## config.mk

```make
export PLATFORM = sky130hd
export DESIGN_NAME = result_collector
export DESIGN_NICKNAME = d
export VERILOG_FILES = /design/src/rtl/sysarr_pkg.sv /design/src/rtl/col_write_ctr.sv /design/src/rtl/result_collector.sv
export SDC_FILE = /design/constraint.sdc
export NUM_CORES = 1
export LEC_CHECK = 0
export BUFFER_PORTS_ARGS = -buffer_cell sky130_fd_sc_hd__buf_2
export CAP_MARGIN = 0
export CELL_PAD_IN_SITES_DETAIL_PLACEMENT = 1
export CELL_PAD_IN_SITES_GLOBAL_PLACEMENT = 1
export CORE_MARGIN = 2
export CORE_UTILIZATION = 39
export CTS_BUF_LIST = sky130_fd_sc_hd__clkbuf_16
export DETAILED_ROUTE_END_ITERATION = 8
export PLACE_DENSITY = 0.81
export SLEW_MARGIN = 10
export SYNTH_ARGS = -nofsm -noshare
export SYNTH_HDL_FRONTEND = slang
export SYNTH_HIERARCHICAL = 1
export SYNTH_SLANG_ARGS = --single-unit
```

## constraint.sdc

```tcl
create_clock -name clk -period 3 [get_ports clk]
set_input_delay 0.6 -clock clk [delete_from_list [all_inputs] [get_ports clk]]
set_output_delay 0.6 -clock clk [all_outputs]
set_load 0.01 [all_outputs]
```

## src/rtl/sysarr_pkg.sv

```systemverilog
// Shared types and sizing helpers for the systolic-array scheduler,
// input feeder and result collector.
package sysarr_pkg;

  typedef enum logic [1:0] {
    IDLE,
    COLLECT,
    DRAIN
  } collect_state_t;

  function automatic int ptr_width(input int n);
    return $clog2(n + 1);
  endfunction

  function automatic int row_width(input int n);
    return (n > 1) ? $clog2(n) : 1;
  endfunction

endpackage

```

## src/rtl/col_write_ctr.sv

```systemverilog
// Per-column saturating write pointer for the result bank,
// with write enable and a sticky overflow flag.
module col_write_ctr
  import sysarr_pkg::*;
#(
  parameter int N  = 2,
  parameter int PW = ptr_width(N),
  parameter int RW = row_width(N)
) (
  input  logic          clk,
  input  logic          reset_n,
  input  logic          clear,
  input  logic          en,
  input  logic          valid,
  output logic [RW-1:0] waddr,
  output logic          we,
  output logic          full_nxt,
  output logic          ovf
);

  logic [PW-1:0] ptr;
  logic          full;

  assign full     = (ptr == PW'(N));
  assign we       = en & valid & ~full;
  assign waddr    = ptr[RW-1:0];
  // The pointer is N on the next edge if it is already N or this write fills it.
  assign full_nxt = full | (we & (ptr == PW'(N - 1)));

  always_ff @(posedge clk or negedge reset_n) begin
    if (!reset_n) begin
      ptr <= '0;
      ovf <= 1'b0;
    end else if (clear) begin
      ptr <= '0;
      ovf <= 1'b0;
    end else begin
      if (we)
        ptr <= ptr + 1'b1;
      if (en & valid & full)
        ovf <= 1'b1;
    end
  end

endmodule

```

## src/rtl/result_collector.sv

```systemverilog
// Reassembles skewed per-column results into an NxN bank and
// streams it out row by row over valid/ready.
module result_collector
  import sysarr_pkg::*;
#(
  parameter int MATRIX_SIZE = 2,
  parameter int DATA_SIZE   = 32
) (
  input  logic                             clk,
  input  logic                             reset_n,
  input  logic                             start,
  input  logic [MATRIX_SIZE-1:0]           col_valid,
  input  logic [MATRIX_SIZE*DATA_SIZE-1:0] col_data,
  output logic                             out_valid,
  input  logic                             out_ready,
  output logic [MATRIX_SIZE*DATA_SIZE-1:0] out_data,
  output logic                             out_last,
  output logic                             busy,
  output logic                             done,
  output logic                             overflow
);

  localparam int N  = MATRIX_SIZE;
  localparam int D  = DATA_SIZE;
  localparam int PW = ptr_width(N);
  localparam int RW = row_width(N);

  collect_state_t state_q, state_d;

  logic [RW-1:0]  row_q, row_d;
  logic           done_d;
  logic           clear;
  logic           collect;
  logic           fire;
  logic           last_row;
  logic [N-1:0]   we;
  logic [N-1:0]   full_nxt;
  logic [N-1:0]   ovf;
  logic [RW-1:0]  waddr [N];
  logic [N*D-1:0] bank  [N];

  assign clear    = (state_q == IDLE) & start;
  assign collect  = (state_q == COLLECT);
  assign last_row = (row_q == RW'(N - 1));
  assign fire     = out_valid & out_ready;

  for (genvar j = 0; j < N; j++) begin : g_col
    col_write_ctr #(
      .N  (N),
      .PW (PW),
      .RW (RW)
    ) u_ctr (
      .clk      (clk),
      .reset_n  (reset_n),
      .clear    (clear),
      .en       (collect),
      .valid    (col_valid[j]),
      .waddr    (waddr[j]),
      .we       (we[j]),
      .full_nxt (full_nxt[j]),
      .ovf      (ovf[j])
    );
  end

  // Bank contents are don't-care after reset, so no reset term.
  always_ff @(posedge clk) begin
    for (int j = 0; j < N; j++) begin
      if (we[j])
        bank[waddr[j]][j*D +: D] <= col_data[j*D +: D];
    end
  end

  always_ff @(posedge clk or negedge reset_n) begin
    if (!reset_n) begin
      state_q <= IDLE;
      row_q   <= '0;
      done    <= 1'b0;
    end else begin
      state_q <= state_d;
      row_q   <= row_d;
      done    <= done_d;
    end
  end

  always_comb begin
    state_d = state_q;
    row_d   = row_q;
    done_d  = 1'b0;
    unique case (state_q)
      IDLE: begin
        if (start) begin
          state_d = COLLECT;
          row_d   = '0;
        end
      end
      COLLECT: begin
        if (&full_nxt)
          state_d = DRAIN;
      end
      DRAIN: begin
        if (fire) begin
          if (last_row) begin
            state_d = IDLE;
            row_d   = '0;
            done_d  = 1'b1;
          end else begin
            row_d = row_q + 1'b1;
          end
        end
      end
      default: state_d = IDLE;
    endcase
  end

  assign out_valid = (state_q == DRAIN);
  assign out_last  = out_valid & last_row;
  assign out_data  = out_valid ? bank[row_q] : '0;
  assign busy      = (state_q != IDLE);
  assign overflow  = |ovf;

endmodule

```

==> results.yml <==
status:
  run_status: "completed"
floorplan:
  fp-row-count: 43
  core_sq_um: 13880
  die_w_um: 123.2
  io-pin-count: 139
  die_height_um: 123.2
  floorplan.initialDensity_pct: 39.93
  die_area_sq_um: 15180
route:
  final_antenna_net_count: 0
  dr.pass1.iters: 4
  postRouteWirelength_mm: 11.83
  wl_per_cell_um: 17.58
  via_per_instance_ratio: 4.796
  routed-via-count: 3228
  drc_errors: 0
  drt-initial-drc-count: 171
global_routing:
  grt_pass1_wl_mm: 18.33
  grt.overflow.total: 0
  grt.total_usage_pct: 16.50
  use_met3_pct: 6.042
  maximum_number_of_pins_on_one_net_before_global_route_repair: 42
  grt_pass1_vias: 3459
  grt.met1_usage_pct: 18.97
  grt_use_met2_pct: 27.92
  globalRoute.busiestLayer: "met2"
  antenna_found_initial: 1
clocking:
  clk_root_buffer_cell: "sky130_fd_sc_hd__clkbuf_16"
  cts.reportedPaths.clkPinSlew_ns: 0.06
  hold_buffer_count_at_cts: 0
  numClockSinks: 138
  clock_insertion_delay_worst_skew_ns: 0.42
  cts_made_buffers: 17
  ctsResizeCount: 0
  tritoncts: "yes"
  clock_path_buffers: 2
  cts.htree.levels: 4
  cts.repair_timing.setup_buffer_count: 0
sta:
  min_period_over_period_pct: 87.19
  maxClockFrequency_mhz: 382.3
  setup_viol: 0
  maxSlewHeadroom_pct: 52.37
  finalWorstPathRequiredPeriod_ns: 2.616
  skew_ns: 0.007699
  final-max-slew-violation-count: 0
  setup_tns_ns: 0
  number_of_hold_slack_violations_in_the_final_timing_report: 0
  grt_setup_unrepaired: "no"
  measured_slew_at_the_worst_slew_check_pin_ns: 0.7119
setup_path:
  worst_setup_path_end_kind: "output pin"
  cp_data_arrival_time_ns: 2.02
  start_kind: "register"
  crit_path_max_fanout: 31
  worst-endpoint-required_ns: 2.40
  timing.setup.critical_path_class: "reg -> out"
  crit_reg_reg_startpoint: "state_q[0]$_DFFE_PN0P_"
  beginning_of_the_critical_path: "last_row$_DFFE_PN0P_"
synth:
  syn_area_sq_um: 5543
  synthDominantAreaCellType: "sky130_fd_sc_hd__edfxtp_1"
  synth_area_per_cell_sq_um: 16.80
  synth.top_cells.by_count: "128 x sky130_fd_sc_hd__edfxtp_1, 64 x sky130_fd_sc_hd__mux2i_1, 55 x sky130_fd_sc_hd__nor2_1"
  synth.distinct_cells: 28
  synth_seq_cells: 138
  synth_warnings: 6
  synth_nets: 404
  synth_flop_type: "sky130_fd_sc_hd__edfxtp_1"
  synthMostInstantiatedCell: "sky130_fd_sc_hd__edfxtp_1"
  synthTopCellsByArea: "sky130_fd_sc_hd__edfxtp_1 69%, sky130_fd_sc_hd__mux2i_1 12%, sky130_fd_sc_hd__dfrtp_1 4.5%"
  netlist.area_leader.share_pct: 69.35
  synth-edff-count: 128
  synth_sequential_area_ratio_pct: 73.86
  postSynthCellCount: 330
  asyncSetResetFlopFracSynth_pct: 7.246
pwr:
  power-per-cell-area_nw_per_um2: 917.4
  vdd_drop_max_mv: 0.3558
  power.leakage_nw: 2.751
job:
  maxCapViolCount: 0
finish:
  drive_above_1_share_pct: 41.58
  antenna_cells: 0
  area_delta_synth_final_pct: 26.93
  design.final.nets: 555
  fillers: 1397
  finalCoreUtilization_pct: 50.69
min_path:
  holdCritPathClass: "in -> async"
placed_design:
  gp_congestion: 0.7130
  final_hpwl_dp_mm: 8.045
  placement.io_buffers: 138
worst max-delay path, cell delays in order, from the launching register on:
cell and delay [ns]:
sky130_fd_sc_hd__dfrtp_4 0.77, sky130_fd_sc_hd__buf_4 0.34, sky130_fd_sc_hd__mux2i_1 0.28, sky130_fd_sc_hd__nor2_2 0.04, sky130_fd_sc_hd__buf_2 0.15
path summary, 6_finish.rpt:
path | slack (ns) | endpoint | cells after the start
worst min-delay path | 0.04 | g_col[1].u_ctr/ptr[0]$_DFFE_PN0P_ | 1
worst max-delay path | 0.38 | out_data[21] | 4
worst min register to register | 0.49 | g_col[0].u_ctr/ovf$_DFFE_PN0P_ | 2
min in group clk | 0.36 | bank[0][47]$_DFFE_PP_ | 1
worst max register to register | 0.86 | bank[0][63]$_DFFE_PP_ | 4
max in group asynchronous | 2.74 | last_row$_DFFE_PN0P_ | 1
state kept, by name, indices dropped and copies added (netlist names):
name / cells
g_col.u_ctr/ptr: 4
done: 1
bank: 128
g_col.u_ctr/ovf: 2
last_row: 1
state_q: 2
area by class of cell:
class	instances	area [sq um]	area share, %
Sequential cell	138	4098	58.24
Multi-Input combinational cell	171	1276	18.14
Timing Repair Buffer	147	783.3	11.13
Clock buffer	17	425.4	6.047
Tap cell	180	225.2	3.201
Clock inverter	14	205.2	2.917
Inverter	6	22.52	0.3201
per-stage QoR:
step	hold slack (ns)	setup WS, ns	total power [mW]	cells	cell area (sq um)
6_report	0.03860	0.3842	6.454	673	7036
5_1_grt	0.03825	0.2406	6.775	673	7036
4_1_cts	0.02727	0.3102	6.551	673	7036
3_5_place_dp	0.4774	0.7621	4.303	642	6405
3_3_place_gp	0.4730	0.8337	4.203	642	6405
2_1_floorplan	0.3044	0.1245	3.880	330	5543
cell families (layout without fill, tap and decap cells):
family          Yosys count  in the layout  synth area share, %
compound gates            8              8                1.174
fa+ha+maj                 4              4               0.9030
buf+inv                  21            184                3.431
flops                   138            138                73.86
mux                      68             68                12.64
simple gates             91             91                7.991
power by group:
part           total, mW  leakage, nW  internal [mW]  switching [mW]
combinational       1.34         1.14          0.585           0.753
sequential          2.90         1.30           2.66           0.235
clock               2.22        0.307           1.46           0.758
total               6.45         2.75           4.71            1.75
metal layers:
metal	vias to the layer above	part of all wire, %
li1	1514	-
met1	1574	40
met2	118	51
met3	20	7.3
met4	2	1.7
met5	-	0.085
cell usage in the layout (no fill, tap or decap), drive strengths merged:
| cell | Yosys | routed |
|---|---|---|
| clkinv | 0 | 6 |
| o21bai | 1 | 1 |
| clkinvlp | 0 | 2 |
| a311oi | 1 | 1 |
| and2 | 3 | 3 |
| ha | 4 | 4 |
| nand2 | 1 | 1 |
| inv | 6 | 7 |
| mux2 | 4 | 4 |
| or2 | 2 | 2 |
| a32o | 1 | 1 |
| bufinv | 0 | 5 |
| buf | 15 | 147 |
| clkbuf | 0 | 17 |
| dfrtp | 10 | 10 |
| nand2b | 1 | 1 |
| nor2b | 7 | 7 |
| edfxtp | 128 | 128 |
| and3b | 3 | 3 |
| nor4bb | 1 | 1 |
| nor2 | 73 | 73 |
| a211o | 1 | 1 |
| a31o | 2 | 2 |
| mux2i | 64 | 64 |
| a31oi | 2 | 2 |
Note: power is estimated with default switching activity, not from simulation.
